File: src/rtl/bp_cce_hybrid_mem_cmd_arbiter_if.sv
// Signal bundle for the memory-command arbiter: writeback and request command streams in,
// merged CCE-MEM command stream out, plus the pending-bits write port.
interface bp_cce_hybrid_mem_cmd_arbiter_if #(
  parameter int paddr_width_p               = 40,
  parameter int mem_data_width_p            = 64,
  parameter int cce_mem_msg_header_width_lp = 80
);
  logic [cce_mem_msg_header_width_lp-1:0] wb_header_i;
  logic [mem_data_width_p-1:0]            wb_data_i;
  logic                                   wb_v_i;
  logic                                   wb_ready_and_o;
  logic                                   wb_last_i;

  logic [cce_mem_msg_header_width_lp-1:0] req_header_i;
  logic [mem_data_width_p-1:0]            req_data_i;
  logic                                   req_v_i;
  logic                                   req_ready_and_o;
  logic                                   req_last_i;

  logic [cce_mem_msg_header_width_lp-1:0] mem_cmd_header_o;
  logic [mem_data_width_p-1:0]            mem_cmd_data_o;
  logic                                   mem_cmd_v_o;
  logic                                   mem_cmd_ready_and_i;
  logic                                   mem_cmd_last_o;

  logic                                   pending_w_v_o;
  logic                                   pending_w_yumi_i;
  logic [paddr_width_p-1:0]               pending_w_addr_o;
  logic                                   pending_w_addr_bypass_hash_o;
  logic                                   pending_up_o;
  logic                                   pending_down_o;
  logic                                   pending_clear_o;

  // arbiter side
  modport master (
    input  wb_header_i, wb_data_i, wb_v_i, wb_last_i,
    output wb_ready_and_o,
    input  req_header_i, req_data_i, req_v_i, req_last_i,
    output req_ready_and_o,
    output mem_cmd_header_o, mem_cmd_data_o, mem_cmd_v_o, mem_cmd_last_o,
    input  mem_cmd_ready_and_i,
    output pending_w_v_o, pending_w_addr_o, pending_w_addr_bypass_hash_o,
    output pending_up_o, pending_down_o, pending_clear_o,
    input  pending_w_yumi_i
  );

  // environment side: command sources, memory and pending-bits table
  modport slave (
    output wb_header_i, wb_data_i, wb_v_i, wb_last_i,
    input  wb_ready_and_o,
    output req_header_i, req_data_i, req_v_i, req_last_i,
    input  req_ready_and_o,
    input  mem_cmd_header_o, mem_cmd_data_o, mem_cmd_v_o, mem_cmd_last_o,
    output mem_cmd_ready_and_i,
    input  pending_w_v_o, pending_w_addr_o, pending_w_addr_bypass_hash_o,
    input  pending_up_o, pending_down_o, pending_clear_o,
    output pending_w_yumi_i
  );
endinterface

File: src/rtl/bp_cce_hybrid_mem_cmd_arbiter.sv
// Merges the writeback and request memory-command streams onto the CCE-MEM command port,
// round-robin per message, bumping the pending bit of each command address before streaming it.
module bp_cce_hybrid_mem_cmd_arbiter #(
  parameter int paddr_width_p               = 40,
  parameter int mem_data_width_p            = 64,
  parameter int cce_mem_msg_header_width_lp = 80,
  // bit position of the address field inside the BedRock header (above msg_type and subop)
  parameter int header_addr_lsb_p           = 8
) (
  input logic clk_i,
  input logic reset_i,
  bp_cce_hybrid_mem_cmd_arbiter_if.master io
);

  localparam int hw_lp = cce_mem_msg_header_width_lp;
  localparam int dw_lp = mem_data_width_p;

  typedef enum logic [1:0] {e_ready, e_pending, e_stream} state_e;

  // source index 0 = writeback, 1 = request
  logic [1:0][hw_lp-1:0] src_header;
  logic [1:0][dw_lp-1:0] src_data;
  logic [1:0]            src_v, src_last, src_ready;

  assign src_header = {io.req_header_i, io.wb_header_i};
  assign src_data   = {io.req_data_i,   io.wb_data_i};
  assign src_v      = {io.req_v_i,      io.wb_v_i};
  assign src_last   = {io.req_last_i,   io.wb_last_i};

  state_e state_q, state_d;
  logic   grant_q, grant_d;
  logic   rr_q, rr_d;          // 1: request wins the next tie
  logic   pend_v_q, pend_v_d;

  logic [hw_lp-1:0] grant_header;
  logic             beat_done;

  assign grant_header = src_header[grant_q];
  assign beat_done    = src_v[grant_q] & io.mem_cmd_ready_and_i;

  always_comb begin
    state_d  = state_q;
    grant_d  = grant_q;
    rr_d     = rr_q;
    pend_v_d = 1'b0;
    unique case (state_q)
      e_ready: begin
        if (|src_v) begin
          grant_d  = (&src_v) ? rr_q : src_v[1];
          state_d  = e_pending;
          pend_v_d = 1'b1;
        end
      end
      e_pending: begin
        if (io.pending_w_yumi_i) state_d  = e_stream;
        else                     pend_v_d = 1'b1;
      end
      e_stream: begin
        if (beat_done & src_last[grant_q]) begin
          rr_d    = ~grant_q;
          state_d = e_ready;
        end
      end
      default: state_d = e_ready;
    endcase
  end

  always_ff @(posedge clk_i or posedge reset_i) begin
    if (reset_i) begin
      state_q  <= e_ready;
      grant_q  <= 1'b0;
      rr_q     <= 1'b0;
      pend_v_q <= 1'b0;
    end else begin
      state_q  <= state_d;
      grant_q  <= grant_d;
      rr_q     <= rr_d;
      pend_v_q <= pend_v_d;
    end
  end

  // Streaming is a straight combinational pass-through of the locked source.
  logic [hw_lp-1:0] mem_header;
  logic [dw_lp-1:0] mem_data;
  logic             mem_v, mem_last;

  always_comb begin
    mem_header = '0;
    mem_data   = '0;
    mem_v      = 1'b0;
    mem_last   = 1'b0;
    src_ready  = '0;
    if (state_q == e_stream) begin
      mem_header         = grant_header;
      mem_data           = src_data[grant_q];
      mem_v              = src_v[grant_q];
      mem_last           = src_last[grant_q];
      src_ready[grant_q] = io.mem_cmd_ready_and_i;
    end
  end

  assign io.mem_cmd_header_o = mem_header;
  assign io.mem_cmd_data_o   = mem_data;
  assign io.mem_cmd_v_o      = mem_v;
  assign io.mem_cmd_last_o   = mem_last;
  assign io.wb_ready_and_o   = src_ready[0];
  assign io.req_ready_and_o  = src_ready[1];

  assign io.pending_w_v_o                = pend_v_q;
  assign io.pending_w_addr_o             = pend_v_q
                                           ? grant_header[header_addr_lsb_p +: paddr_width_p]
                                           : '0;
  assign io.pending_up_o                 = pend_v_q;
  assign io.pending_w_addr_bypass_hash_o = 1'b0;
  assign io.pending_down_o               = 1'b0;
  assign io.pending_clear_o              = 1'b0;

  a_grant_header_stable: assert property (@(posedge clk_i) disable iff (reset_i)
    (state_q != e_ready && $past(state_q) != e_ready) |-> grant_header == $past(grant_header));

  a_yumi_needs_valid: assert property (@(posedge clk_i) disable iff (reset_i)
    io.pending_w_yumi_i |-> pend_v_q);

endmodule
File: src/flat_wrapper.sv
// flat-port wrapper written by rule: the top's interface ports become plain ports
module bp_cce_hybrid_mem_cmd_arbiter_flat 
#(
  parameter int paddr_width_p               = 40,
  parameter int mem_data_width_p            = 64,
  parameter int cce_mem_msg_header_width_lp = 80,
                                                                                           
  parameter int header_addr_lsb_p           = 8
)
  (clk_i, reset_i, io_wb_header_i, io_wb_data_i, io_wb_v_i, io_wb_last_i, io_wb_ready_and_o, io_req_header_i, io_req_data_i, io_req_v_i, io_req_last_i, io_req_ready_and_o, io_mem_cmd_header_o, io_mem_cmd_data_o, io_mem_cmd_v_o, io_mem_cmd_last_o, io_mem_cmd_ready_and_i, io_pending_w_v_o, io_pending_w_addr_o, io_pending_w_addr_bypass_hash_o, io_pending_up_o, io_pending_down_o, io_pending_clear_o, io_pending_w_yumi_i);
  bp_cce_hybrid_mem_cmd_arbiter_if #(.paddr_width_p(paddr_width_p), .mem_data_width_p(mem_data_width_p), .cce_mem_msg_header_width_lp(cce_mem_msg_header_width_lp)) io_i ();
  input logic clk_i;
  input logic reset_i;
  input wire logic [$bits(io_i.wb_header_i)-1:0] io_wb_header_i;
  input wire logic [$bits(io_i.wb_data_i)-1:0] io_wb_data_i;
  input wire logic [$bits(io_i.wb_v_i)-1:0] io_wb_v_i;
  input wire logic [$bits(io_i.wb_last_i)-1:0] io_wb_last_i;
  output wire logic [$bits(io_i.wb_ready_and_o)-1:0] io_wb_ready_and_o;
  input wire logic [$bits(io_i.req_header_i)-1:0] io_req_header_i;
  input wire logic [$bits(io_i.req_data_i)-1:0] io_req_data_i;
  input wire logic [$bits(io_i.req_v_i)-1:0] io_req_v_i;
  input wire logic [$bits(io_i.req_last_i)-1:0] io_req_last_i;
  output wire logic [$bits(io_i.req_ready_and_o)-1:0] io_req_ready_and_o;
  output wire logic [$bits(io_i.mem_cmd_header_o)-1:0] io_mem_cmd_header_o;
  output wire logic [$bits(io_i.mem_cmd_data_o)-1:0] io_mem_cmd_data_o;
  output wire logic [$bits(io_i.mem_cmd_v_o)-1:0] io_mem_cmd_v_o;
  output wire logic [$bits(io_i.mem_cmd_last_o)-1:0] io_mem_cmd_last_o;
  input wire logic [$bits(io_i.mem_cmd_ready_and_i)-1:0] io_mem_cmd_ready_and_i;
  output wire logic [$bits(io_i.pending_w_v_o)-1:0] io_pending_w_v_o;
  output wire logic [$bits(io_i.pending_w_addr_o)-1:0] io_pending_w_addr_o;
  output wire logic [$bits(io_i.pending_w_addr_bypass_hash_o)-1:0] io_pending_w_addr_bypass_hash_o;
  output wire logic [$bits(io_i.pending_up_o)-1:0] io_pending_up_o;
  output wire logic [$bits(io_i.pending_down_o)-1:0] io_pending_down_o;
  output wire logic [$bits(io_i.pending_clear_o)-1:0] io_pending_clear_o;
  input wire logic [$bits(io_i.pending_w_yumi_i)-1:0] io_pending_w_yumi_i;
  assign io_i.wb_header_i = io_wb_header_i;
  assign io_i.wb_data_i = io_wb_data_i;
  assign io_i.wb_v_i = io_wb_v_i;
  assign io_i.wb_last_i = io_wb_last_i;
  assign io_wb_ready_and_o = io_i.wb_ready_and_o;
  assign io_i.req_header_i = io_req_header_i;
  assign io_i.req_data_i = io_req_data_i;
  assign io_i.req_v_i = io_req_v_i;
  assign io_i.req_last_i = io_req_last_i;
  assign io_req_ready_and_o = io_i.req_ready_and_o;
  assign io_mem_cmd_header_o = io_i.mem_cmd_header_o;
  assign io_mem_cmd_data_o = io_i.mem_cmd_data_o;
  assign io_mem_cmd_v_o = io_i.mem_cmd_v_o;
  assign io_mem_cmd_last_o = io_i.mem_cmd_last_o;
  assign io_i.mem_cmd_ready_and_i = io_mem_cmd_ready_and_i;
  assign io_pending_w_v_o = io_i.pending_w_v_o;
  assign io_pending_w_addr_o = io_i.pending_w_addr_o;
  assign io_pending_w_addr_bypass_hash_o = io_i.pending_w_addr_bypass_hash_o;
  assign io_pending_up_o = io_i.pending_up_o;
  assign io_pending_down_o = io_i.pending_down_o;
  assign io_pending_clear_o = io_i.pending_clear_o;
  assign io_i.pending_w_yumi_i = io_pending_w_yumi_i;
  bp_cce_hybrid_mem_cmd_arbiter #(.paddr_width_p(paddr_width_p), .mem_data_width_p(mem_data_width_p), .cce_mem_msg_header_width_lp(cce_mem_msg_header_width_lp), .header_addr_lsb_p(header_addr_lsb_p)) u_core (.clk_i(clk_i), .reset_i(reset_i), .io(io_i));
endmodule
File: config.mk
export PLATFORM = sky130hd
export DESIGN_NAME = bp_cce_hybrid_mem_cmd_arbiter_flat
export DESIGN_NICKNAME = d
export VERILOG_FILES = /design/src/rtl/bp_cce_hybrid_mem_cmd_arbiter_if.sv /design/src/rtl/bp_cce_hybrid_mem_cmd_arbiter.sv /design/src/flat_wrapper.sv
export SDC_FILE = /design/constraint.sdc
export NUM_CORES = 1
export LEC_CHECK = 0
export ABC_AREA = 0
export BUFFER_PORTS_ARGS = -buffer_cell sky130_fd_sc_hd__buf_2
export CELL_PAD_IN_SITES_DETAIL_PLACEMENT = 1
export CELL_PAD_IN_SITES_GLOBAL_PLACEMENT = 2
export CORE_AREA = 2 2 190 192
export DETAILED_ROUTE_END_ITERATION = 8
export DIE_AREA = 0 0 192 194
export HOLD_SLACK_MARGIN = 0.06
export PLACE_DENSITY_LB_ADDON = 0.1
export SYNTH_ARGS = -nofsm -noshare
export SYNTH_HDL_FRONTEND = slang
export SYNTH_SLANG_ARGS = --single-unit
export TNS_END_PERCENT = 30
File: constraint.sdc
create_clock -name clk_i -period 1.65 [get_ports clk_i]
set_input_delay 0.0825 -clock clk_i [delete_from_list [all_inputs] [get_ports clk_i]]
set_output_delay 0.0825 -clock clk_i [all_outputs]
set_load 0.005 [all_outputs]
**After elaboration in Yosys (flattened, before gate mapping)**

Index checks and enable logic that the tools add are counted.

- Bitwise gates (word level): 4
- Mux-type cells: 24
- Reduce and logical (&&, ||, !) cells: 7
- Equality and inequality tests: 5
- $lt $le $gt $ge: 2

Operator list:

| kind | count |
|---|---|
| 80-bit two-way mux | 3 |
| 64-bit two-way mux | 3 |
| 40-bit two-way mux | 1 |
| 1-bit two-way mux | 10 |
| 2-bit two-way mux | 4 |
| 2-bit case mux with 3 select lines | 1 |
| 2-bit AND reduction | 3 |
| 2-bit by 1-bit inequality test with 1-bit output, second input constant | 2 |
| 3-bit AND reduction | 1 |
| 1-bit bitwise AND | 2 |
| 2-bit bitwise AND | 1 |
| 2-bit by 1-bit equality test with 1-bit output, second input constant | 1 |
| 2-bit equality test, second input constant | 1 |
| 2-bit zero test | 1 |
| 1-bit by 2-bit < comparator with 1-bit output, second input constant | 1 |
| 2-bit inequality test, second input constant | 1 |
| 1-bit case mux with 2 select lines | 1 |
| 2-bit OR reduction | 1 |
| 1-bit demux with 1-bit select | 1 |
| 1-bit greater-or-equal comparator, second input constant | 1 |
| 1-bit logical AND | 1 |
| 1-bit NOT | 1 |

- Input port bits: 296
- Output and inout bits: 193
- Logic and storage cells: 46
- Register bits after elaboration: 5

**Depth between registers and ports, before layout**

Gate-level depths: netlist (run 1).

- Depth after elaboration: 6
- Mapped depth: 5
- Depth with buffers taken out: 3

**Worst setup path after synthesis (run 1)**

No wires, ideal clock.

- Path kind: reg2reg
- Start point: reg u_core.grant_q
- End point: reg u_core.rr_q
- Cell stages (with the launch flop): 6
- Setup time: 122 ps
- Period minus slack after synthesis: 1144 ps
- Slack: 506 ps
- Arrival: 1023 ps
- Cells stage by stage: dfrtp_1 > buf_4 > buf_8 > and3_1 > o211ai_1 > a32o_1

- Longest elaborated chain between the ends: 5
- Elaborated cells on any way between the ends: 8

RTL lines:

| element | line | text |
|---|---|---|
| from (decl) | bp_cce_hybrid_mem_cmd_arbiter.sv:31 | `logic grant_q, grant_d;` |
| from (signal assigned) | bp_cce_hybrid_mem_cmd_arbiter.sv:76 | `grant_q <= grant_d;` |
| 1-bit two-way mux (not written as such) (2 in a row) | bp_cce_hybrid_mem_cmd_arbiter.sv:39 | `assign beat_done = src_v[grant_q] & io.mem_cmd_ready_and_i;` |
| 1-bit bitwise AND | bp_cce_hybrid_mem_cmd_arbiter.sv:39 |  |
| 1-bit bitwise AND | bp_cce_hybrid_mem_cmd_arbiter.sv:59 | `if (beat_done & src_last[grant_q]) begin` |
| 2-bit AND reduction (no line) | n/a |  |
| to (signal assigned) | bp_cce_hybrid_mem_cmd_arbiter.sv:77 | `rr_q <= rr_d;` |
| to (decl) | bp_cce_hybrid_mem_cmd_arbiter.sv:32 | `logic rr_q, rr_d;` |

Parallel ways exist; a longest one is shown, timed or not. The select of a mux whose other input is x is not followed.
A chain may end at the register's enable or synchronous reset.

**Final worst setup path (run 1)**

- Start point: reg u_core.grant_q
- End point: out io_pending_w_addr_o[1]

- Longest elaborated chain between the ends: 3

RTL lines:

| element | line | text |
|---|---|---|
| 80-bit two-way mux (not written as such) (2 in a row) | bp_cce_hybrid_mem_cmd_arbiter.sv:38 | `assign grant_header = src_header[grant_q];` |
| 40-bit two-way mux | bp_cce_hybrid_mem_cmd_arbiter.sv:111 | `? grant_header[header_addr_lsb_p +: paddr_width_p]` |
| to (decl) | flat_wrapper.sv:30 | `output wire logic [$bits(io_i.pending_w_addr_o)-1:0] io_pending_w_addr_o;` |

No other way between the ends. The select of a mux whose other input is x is not followed.

==> summary.txt, run 1 <==
STA
  • RSZ-0062 raised after global routing: true
  • Fin Hold WS: 0.0806 ns
  • Final worst-path cycle share: 0.963
  • Fmax: 629 MHz
  • Final hold viol count: 0
  • # setup viols final: 0
  • Min cycle time layout: 1.59 ns
  • Max Slew Vio Count: 0
  • Setup Skew: 0.000217 ns
  • Final Worst Setup Slack: 0.0611 ns

GRT
  • Antenna violations before repair: 4
  • Remaining Overflow, GRT: 0
  • Total track usage: 0.112
  • Largest net degree at the start of global routing: 52
  • First-pass GRT wire length: 31.5 mm
  • Vias in the first global route: 4792

Placed design
  • Global placement routability congestion: 0.688
  • Placed cell area: 5820 sq um
  • Hpwl dp: 19.8 mm
  • Port bufs: 485
  • Pre-CTS setup slack: 0.175 ns

Floorplan
  • Row cnt: 69
  • Chip width: 192 um
  • Chip height: 194 um
  • Placeable Area: 35200 sq um
  • Starting Density: 0.0806
  • Full die area: 37200 sq um
  • I/O pin count: 489

Power
  • Peak VDD IR: 0.433 mV
  • Sequential share of power: 0.035
  • Sw frac: 0.464
  • Combinational share of power: 0.914
  • Total net switching power: 3.60 mW
  • PwrDens: 1260 nW/um^2
  • Pleak: 3.71 nW
  • Clock share of power: 0.051
  • Int Power: 4.16 mW

Drt
  • Post-route ant nets: 0
  • Max layer used: met5
  • Metal2 WL: 12.8 mm
  • Drt drc: 0
  • Drt wl/cell: 17.5 um
  • Vias per cell: 3.47
  • M1 WL: 8.33 mm
  • Vias: 4676
  • Met3 WL: 2.18 mm
  • Detailed Route Iter0 Violations: 61
  • Drt pass-1 iters: 3
  • Routed wire length: 23.6 mm

Finish
  • Area growth syn-to-layout: 117%
  • Fillers: 4411
  • Final instance area: 6160 sq um
  • Ratio of cells with drive above 1 in the final layout: 0.605
  • Sequential Area: 130 sq um
  • Multi-input gate area: 2430 sq um
  • Nets: 1181

Yosys
  • Synth area leaders: mux2i_1, nor2_1, nor2b_1
  • Area leader, netlist: mux2i_1
  • Post-synth top area share: 0.515
  • Syn Area/Cell: 7.12 sq um
  • Seq/Total Area, Yosys: 0.0441
  • Synthesized instance count: 399
  • Mapped cell area: 2840 sq um
  • Seq cells post-synth: 5
  • Synth Warn #: 0
  • Synth cell types: 24

Critical path
  • RR Startpoint: u_core.grant_q$_DFFE_PP0P_
  • Worst Setup End Kind: output port
  • Worst Setup SP: u_core.grant_q$_DFFE_PP0P_
  • Crit Path Category: reg -> out
  • CP peak stage delay: 0.51 ns
  • Register-to-Register Path Depth: 5
  • Crit-path cells: buf_4 > clkbuf_16 > mux2i_1 > nor2b_1 > buf_2
  • Crit-path max FO: 11
  • Worst Path Arrival: 1.51 ns
  • Req. time, crit path: 1.57 ns
  • Worst setup SP type: flop
  • Crit path max-delay cell type: dfrtp_4

Clock tree
  • Clock Sink Count: 5
  • CTS max path bufs: 2
  • Clk Latency, worst-skew pair: 0.23 ns
  • H-tree depth: 1
  • CTS Buf Count: 3
  • CTS tree: yes
  • Clock root cell: clkbuf_16
  • Clock-pin slew on the worst setup and hold paths: 0.03 ns

Hold path
  • Hold Crit Depth: 2
  • Hold WC Path Type: in -> reg
  • HP Start: io_pending_w_yumi_i

Flow run
  • Max_cap viols: 0

Outcome
  • Status: complete, no violations
per-layer routing:
layer | global-route usage | vias to the layer above
met4 | 0.0124 | 2
met2 | 0.228 | 251
met5 | 0 | -
li1 | - | 2303
met3 | 0.0322 | 12
met1 | 0.114 | 2108
final cells by class:
class,count,area share
Antenna cell,2,0.000812
Sequential cell,5,0.0211
Tap cell,461,0.0936
Inverter,1,0.000609
Timing Repair Buffer,520,0.476
Clock buffer,4,0.0128
Multi-Input combinational cell,354,0.395
sequential cells by signal (all words and copies together) (netlist names):
register                flops
u_core.grant_q              1
u_core.io.pending_up_o      1
u_core.rr_q                 1
u_core.state_q              2
worst max-delay path, delay by kind of cell, from the launching register on:
kind,cells,cell delay (ns)
mux,1,0.22
buf+inv,3,0.47
flops,1,0.51
simple gates,1,0.07
cells by family (layout without fill, tap and decap cells):
family / Yosys count / count (layout) / share of synthesized area
AO/OA/AOI/OAI: 8 / 8 / 0.0198
buffers and inverters: 42 / 525 / 0.118
flip-flops: 5 / 5 / 0.0441
multiplexers: 146 / 146 / 0.515
other: 1 / 5 / 0.00132
AND/OR/NAND/NOR: 197 / 197 / 0.303
path summary, 6_finish.rpt:
path | endpoint | slack (ns)
setup / recovery | io_pending_w_addr_o[1] | 0.06
hold / removal | u_core.io.pending_up_o$_DFF_PP0_ | 0.08
setup reg to reg | u_core.rr_q$_DFFE_PP0P_ | 0.08
hold reg to reg | u_core.rr_q$_DFFE_PP0P_ | 0.50
max in group asynchronous | u_core.grant_q$_DFFE_PP0P_ | 1.10
min in group asynchronous | u_core.state_q[1]$_DFFE_PP0P_ | 0.33
Yosys cell counts:
library cell,n
nor2_1,148
mux2i_1,146
nor2b_1,41
buf_4,18
buf_6,12
buf_2,6
dfrtp_1,5
clkbuf_1,4
a211oi_1,2
and3_1,2
nand2_1,2
a21oi_1,1
a31oi_1,1
a32o_1,1
and3b_1,1
buf_8,1
conb_1,1
inv_1,1
nand2b_1,1
nand3b_1,1
nor3_1,1
o211ai_1,1
o21a_1,1
o21ai_1,1
power by group through the flow:
stage                     logic, mW  registers, mW  clock network, mW
after floorplan                3.95          0.235                  0
after detailed placement       6.64          0.260                  0
after global routing           7.81          0.285              0.415
after CTS                      6.68          0.260              0.407
final                          7.10          0.271              0.396
after global placement         6.71          0.258                  0
layout by cell type, fill, tap and decap left out:
cell,synthesis,layout
buf_12,0,8
dfrtp_1,5,3
mux2i_2,0,10
mux2i_1,146,136
a31oi_1,1,1
nand3b_1,1,1
a211oi_1,2,2
nor2b_1,41,41
and3b_1,1,1
nand2b_4,0,1
nor3_1,1,1
dlygate4sd3_1,0,1
o21a_1,1,1
buf_16,0,3
nor2_1,148,148
o211ai_1,1,1
inv_1,1,1
buf_4,18,17
clkbuf_1,4,1
dfrtp_2,0,1
a21oi_1,1,1
clkbuf_16,0,7
dfrtp_4,0,1
nand2_1,2,2
buf_6,12,1
buf_8,1,1
buf_2,6,485
o21ai_1,1,1
and3_1,2,2
diode_2,0,2
a32o_1,1,1
conb_1,1,3
timing repair:
item / in CTS / in global routing
hold endpoints to repair: 5 / 0
hold buffers: 1 / 0
endpoints found under the setup margin: 34 / 120
resized for setup: 3 / 14
buffers inserted: 0 / 9
cloned: 0 / 4
stage by stage:
step	utilization	instances	TNS (ns)	power, mW
finish	0.175	1347	0	7.77
global route	0.175	1347	-0.0370	8.51
CTS	0.168	1332	-0.260	7.35
detailed placement	0.165	1327	0	6.90
global placement	0.165	1327	0	6.97
floorplan	-	401	0	4.19
Note: power is estimated with default switching activity, not from simulation.
==> run 2, diff against run 1 <==
- CORE_AREA: 2 2 190 192 -> 2 2 188 190
- DIE_AREA: 0 0 192 194 -> 0 0 190 192
- clock period: 1.65 -> 1.3 ns (I/O delays scaled with it)
==> run 2 against run 1 <==
  * The flow now finishes with violations (setup timing)
  * Utilization is 0.80 points higher
  * Sequential power up 17%
  * Total power up 29%
  * Die area down 2.1%
  * Sequential share of layout area decreased by 0.057 points
  * Critical path depth unchanged
  * Clock skew barely moved
  * Clock power grew 31%
  * Cell area up 1.8%
==> summary.txt, run 2 (synthesized netlist as in run 1, its figures left out) <==
Critical path
  • Crit-path cells: buf_12 > buf_12 > mux2i_1 > nor2_1 > buf_2
  • Most frequent cell on the critical path: buf_12
  • Worst setup SP type: flop
  • Crit-path max FO: 23 (+12)
  • RR Startpoint: u_core.grant_q$_DFFE_PP0P_
  • Register-to-Register Path Depth: 4 (-1)
  • Worst reg2reg path endpoint: u_core.rr_q$_DFFE_PP0P_
  • Crit Path Category: reg -> out
  • Worst Path Arrival: 1.52 ns (about the same)
  • Crit path max-delay cell type: dfrtp_4
  • Worst Setup End Kind: output port
  • CP peak stage delay: 0.43 ns (-0.08 ns)
  • Req. time, crit path: 1.24 ns (-0.33 ns)
  • Worst R2R Setup Slack: -0.06 ns (-0.14 ns)

Clock tree
  • CTS tree: yes
  • CTS Buf Count: 3 (unchanged)
  • H-tree depth: 1 (unchanged)
  • CTS max path bufs: 2 (unchanged)
  • Clock root cell: clkbuf_16
  • Clock-pin slew on the worst setup and hold paths: 0.03 ns (about the same)
  • Clock Sink Count: 5 (unchanged)
  • Clk Latency, worst-skew pair: 0.23 ns (about the same)

Power
  • Pleak: 3.67 nW (-1.1%)
  • Total power: 10.0 mW (+29%)
  • PwrDens: 1590 nW/um^2 (+26%)
  • Peak VDD IR: 0.588 mV (+36%)

STA
  • Max Slew Vio Count: 0 (unchanged)
  • Min cycle time layout: 1.59 ns
  • Final Worst Setup Slack: -0.289 ns (-0.350 ns)
  • Final worst-path cycle share: 1.22
  • RSZ-0062 raised after global routing: true
  • Fmax: 629 MHz
  • # setup viols final: 189 (+189)
  • Setup Skew: 0.000308 ns (+0.0000903 ns)
  • Final hold viol count: 0 (unchanged)

Finish
  • Nets: 1181 (unchanged)
  • Final instance area: 6270 sq um (+1.8%)
  • Commonest non-fill, non-tap cell in the layout: buf_2
  • Ratio of cells with drive above 1 in the final layout: 0.632 (+0.0271)
  • Area growth syn-to-layout: 121%
  • Most frequent cells in the layout: buf_2, nor2_1, mux2i_1
  • Largest Register: u_core.state_q
  • Number of flip-flops in the largest register: 2 (unchanged)

Drt
  • Drt drc: 0 (unchanged)
  • Drt wl/cell: 17.0 um (-2.9%)
  • Drt pass-1 iters: 4 (+1)
  • Vias per cell: 3.49 (+0.55%)
  • Routed wire length: 22.8 mm (-3.4%)
  • Detailed Route Iter0 Violations: 66 (+8.2%)
  • Post-route ant nets: 0 (unchanged)
  • Vias: 4681 (+0.11%)

Floorplan
  • Chip height: 192 um (-1.0%)
  • Chip width: 190 um (-1.0%)
  • Full die area: 36500 sq um (-2.1%)
  • Row cnt: 68 (-1.4%)
  • Placeable Area: 34300 sq um (-2.7%)
  • I/O pin count: 489 (unchanged)
  • Starting Density: 0.0828 (+0.00220)

GRT
  • Remaining Overflow, GRT: 0 (unchanged)
  • Largest net degree at the start of global routing: 45 (-13%)
  • First-pass GRT wire length: 31.1 mm (-1.3%)
  • Total track usage: 0.112 (about the same)
  • Antenna violations before repair: 3 (-1)
  • Vias in the first global route: 4850 (+1.2%)

Hold path
  • WHS Endpoint: u_core.grant_q$_DFFE_PP0P_
  • Hold Crit Depth: 2 (unchanged)
  • Hold WC Path Type: in -> reg
  • HP Start: io_wb_v_i

Placed design
  • Port bufs: 485 (unchanged)
  • Hpwl dp: 19.8 mm (+0.16%)
  • Global placement routability congestion: 0.725 (+5.4%)
  • Pre-CTS setup slack: -0.107 ns (-0.282 ns)
  • Placed cell area: 5900 sq um (+1.4%)

Outcome
  • Status: finished, violations left
  • Failing checks: setup timing

Flow run
  • Max_cap viols: 0 (unchanged)
## run 2: cell types whose count changed in the layout (fill, tap and decap cells not counted), sizes merged
cell / before / now
clkbuf: 8 / 4
buf: 515 / 518
dlygate4sd3: 1 / 2
## run 2: power by group
group	leakage, nW	switching (mW)	internal [mW]
Combinational	3.57	4.46	4.71
Clock	0.0382	0.110	0.407
Sequential	0.0599	0.0707	0.245
## run 2: critical path, delay by kind of cell, from the launching register on
| family | cells | cell delay [ns] |
|---|---|---|
| flip-flops | 1 | 0.43 |
| AND/OR/NAND/NOR | 1 | 0.06 |
| buffers and inverters | 3 | 0.56 |
| multiplexers | 1 | 0.21 |
## run 2: routing by layer
| metal | track usage | up-vias | wire length (um) |
|---|---|---|---|
| met5 | 0 | - | 12 |
| met4 | 0.0122 | 2 | 99 |
| met3 | 0.0292 | 8 | 1930 |
| met2 | 0.229 | 242 | 12700 |
| met1 | 0.117 | 2132 | 8020 |
| li1 | - | 2297 | - |
## run 2: how the worst max path moves through the flow
stage | start | end
5_1_grt | u_core.grant_q$_DFFE_PP0P_ | io_mem_cmd_data_o[13]
4_1_cts | u_core.grant_q$_DFFE_PP0P_ | io_pending_w_addr_o[6]
6_report | u_core.grant_q$_DFFE_PP0P_ | io_mem_cmd_header_o[61]
2_1_floorplan | u_core.grant_q$_DFFE_PP0P_ | u_core.rr_q$_DFFE_PP0P_
3_3_place_gp | u_core.grant_q$_DFFE_PP0P_ | io_pending_w_addr_o[6]
3_5_place_dp | u_core.grant_q$_DFFE_PP0P_ | io_mem_cmd_header_o[8]
## run 2: through the flow
stage               TNS (ns)  std cells   util  hold WS [ns]
finish                -39.41       1341  0.183        0.0872
global route          -53.08       1340  0.183         0.131
CTS                   -43.66       1339  0.179         0.101
detailed placement     -2.30       1331  0.172       -0.0116
global placement       -1.65       1331  0.172      -0.00600
floorplan                  0        401      -        -0.156
## run 2: layout make-up
type / instances / area, sq um
diodes: 2 / 5.00
clock buffers: 4 / 78.8
fillers: 4298 / 28000
inverters: 1 / 3.75
multi-input cells: 354 / 2600
flip-flops and latches: 5 / 129
well taps: 455 / 569
repair buffers: 520 / 2890
## run 2: repair_timing
item	CTS	global route
hold endpoints to repair	7	0
setup endpoints to repair	189	190
pin swaps	1	2
gates resized for setup	26	32
cloned	0	0
setup buffers	2	0
hold buffers	2	0
==> run 3, diff against run 2 <==
- CORE_AREA: 2 2 188 190 -> 2 2 190 192
- DIE_AREA: 0 0 190 192 -> 0 0 192 194
- clock period: 1.3 -> 1.6 ns (I/O delays scaled with it)
==> run 3 against run 2 <==
  * The flow still finishes with violations (setup timing)
  * Count of clock-buffer cells in the layout unchanged
  * Flip-flop and latch count unchanged
  * Hold slack worse by 0.016 ns
  * Total power decreased by 17%
  * Cell count increased by 0.52%
  * Non-clock buffer count did not move
  * Sequential share of layout area is essentially flat
  * Critical path depth did not move
  * Clock skew grew 0.00088 ns
==> summary.txt, run 3 (synthesized netlist as in run 1, its figures left out) <==
Outcome
  • Status: finished, violations left
  • Failing checks: setup timing

Drt
  • Drt pass-1 iters: 4 (unchanged)
  • Drt wl/cell: 17.4 um (+2.4%)
  • Post-route ant nets: 0 (unchanged)
  • Vias per cell: 3.46 (-0.84%)
  • Routed wire length: 23.5 mm (+2.9%)
  • Vias: 4666 (-0.32%)
  • Drt drc: 0 (unchanged)
  • Detailed Route Iter0 Violations: 60 (-9.1%)

Finish
  • Commonest non-fill, non-tap cell in the layout: buf_2
  • Largest Register: u_core.state_q
  • Sequential Area: 129 sq um (unchanged)
  • Fin util: 0.180 (-0.00277)
  • Area growth syn-to-layout: 123%
  • Most frequent cells in the layout: buf_2, nor2_1, mux2i_1
  • Number of flip-flops in the largest register: 2 (unchanged)
  • Fillers: 4364 (+1.5%)
  • Ratio of cells with drive above 1 in the final layout: 0.633 (+0.00113)
  • Multi-input gate area: 2620 sq um (+0.58%)
  • Nets: 1181 (unchanged)

Critical path
  • Crit Path Category: reg -> out
  • Req. time, crit path: 1.52 ns (+0.28 ns)
  • Worst setup SP type: flop
  • Crit path max-delay cell type: dfrtp_4
  • RR Startpoint: u_core.grant_q$_DFFE_PP0P_
  • Register-to-Register Path Depth: 5 (+1)
  • CP peak stage delay: 0.47 ns (+0.04 ns)
  • Worst Path Arrival: 1.54 ns (+0.02 ns)
  • Worst R2R Setup Slack: 0.06 ns (+0.12 ns)
  • Crit-path cells: buf_12 > buf_4 > mux2i_1 > nor2_1 > buf_2
  • Worst reg2reg path endpoint: u_core.rr_q$_DFFE_PP0P_
  • Worst Setup End Kind: output port
  • Crit-path max FO: 11 (-52%)

Floorplan
  • I/O pin count: 489 (unchanged)
  • Full die area: 37200 sq um (+2.1%)
  • Row cnt: 69 (+1.5%)
  • Chip width: 192 um (+1.1%)
  • Placeable Area: 35200 sq um (+2.7%)
  • Starting Density: 0.0806 (-0.00220)
  • Chip height: 194 um (+1.0%)

Power
  • Peak VDD IR: 0.475 mV (-19%)
  • Pleak: 3.69 nW (+0.42%)
  • PwrDens: 1310 nW/um^2 (-18%)

Clock tree
  • CTS Buf Count: 3 (unchanged)
  • CTS max path bufs: 2 (unchanged)
  • H-tree depth: 1 (unchanged)
  • Clock Sink Count: 5 (unchanged)
  • CTS tree: yes
  • Clk Latency, worst-skew pair: 0.23 ns (about the same)
  • Clock-pin slew on the worst setup and hold paths: 0.03 ns (about the same)
  • Clock root cell: clkbuf_16

GRT
  • Vias in the first global route: 4972 (+2.5%)
  • Remaining Overflow, GRT: 0 (unchanged)
  • Total track usage: 0.113 (+0.000638)
  • First-pass GRT wire length: 31.7 mm (+1.9%)
  • Largest net degree at the start of global routing: 52 (+16%)
  • Antenna violations before repair: 3 (unchanged)

Hold path
  • WHS Endpoint: u_core.state_q[0]$_DFFE_PP0P_
  • Hold Crit Depth: 2 (unchanged)
  • HP Start: io_pending_w_yumi_i
  • Hold WC Path Type: in -> reg

STA
  • Setup Skew: 0.00118 ns (+0.000877 ns)
  • Fmax: 618 MHz
  • Final hold viol count: 0 (unchanged)
  • Final worst-path cycle share: 1.01
  • Max Slew Vio Count: 0 (unchanged)
  • Min cycle time layout: 1.62 ns
  • RSZ-0062 raised after global routing: true
  • Final Worst Setup Slack: -0.0194 ns (+0.270 ns)
  • # setup viols final: 9 (-95%)

Placed design
  • Pre-CTS setup slack: 0.128 ns (+0.236 ns)
  • Port bufs: 485 (unchanged)
  • Global placement routability congestion: 0.711 (-2.0%)
  • Hpwl dp: 19.7 mm (-0.48%)

Flow run
  • Max_cap viols: 0 (unchanged)
-- run 3: changes by cell type in the layout (fill, tap and decap cells not counted), sizes merged --
cell,delta
clkbuf,+3
buf,-2
diode,+1
dlygate4sd3,-1
-- run 3: cell type report --
class,count,area share
repair buffers,520,0.462
multi-input cells,354,0.412
well taps,461,0.0909
flip-flops and latches,5,0.0203
clock buffers,4,0.0124
diodes,3,0.00118
inverters,1,0.000591
-- run 3: worst max path at each step --
stage / start / end / slack [ns] / cells after the start
after detailed placement: u_core.grant_q$_DFFE_PP0P_ / io_mem_cmd_header_o[53] / 0.13 / 5
after global routing: u_core.grant_q$_DFFE_PP0P_ / io_pending_w_addr_o[25] / -0.08 / 5
after global placement: u_core.grant_q$_DFFE_PP0P_ / io_pending_w_addr_o[29] / 0.11 / 5
after CTS: u_core.grant_q$_DFFE_PP0P_ / io_pending_w_addr_o[29] / -0.09 / 5
final: u_core.grant_q$_DFFE_PP0P_ / io_mem_cmd_header_o[63] / -0.02 / 5
after floorplan: u_core.grant_q$_DFFE_PP0P_ / u_core.rr_q$_DFFE_PP0P_ / 0.46 / 5
-- run 3: worst max-delay path, delay by kind of cell, from the launching register on --
kind | cells | cell delay (ns)
buffers and inverters | 3 | 0.53
DFF | 1 | 0.47
muxes | 1 | 0.22
and+or+nand+nor | 1 | 0.07
-- run 3: timing repair --
action | 4_1_cts | 5_1_grt
hold buffers | 1 | 0
buffers inserted | 2 | 6
cloned | 1 | 3
setup endpoints to repair | 70 | 104
gates resized for setup | 12 | 38
pin swaps | 0 | 1
hold endpoints to repair | 5 | 0
-- run 3: layer usage --
metal	up-vias	global-route usage	routed length [um]	part of all wire
met2	250	0.231	12700	0.54
met3	12	0.0290	2190	0.093
met4	0	0.0122	178	0.0076
met1	2102	0.115	8390	0.36
met5	-	0	0	0
li1	2302	-	-	-
-- run 3: per-stage QoR --
stage          cell area (sq um)  hold WS [ns]  setup TNS, ns  cells  power, mW
6_report                    6350        0.0713        -0.0795   1348       8.35
2_1_floorplan               2850        -0.141              0    401       4.32
4_1_cts                     6030        0.0697          -2.28   1336       7.86
3_3_place_gp                5840        0.0133              0   1328       7.23
3_5_place_dp                5840        0.0240              0   1328       7.10
5_1_grt                     6350        0.0910          -4.56   1348       9.11
-- run 3: report_power, final --
part / total, mW / switching [mW] / internal [mW] / leakage, nW
sequential: 0.282 / 0.0823 / 0.199 / 0.0599
combinational: 7.65 / 3.65 / 4.00 / 3.59
clock: 0.415 / 0.0841 / 0.330 / 0.0382
total: 8.35 / 3.81 / 4.53 / 3.69
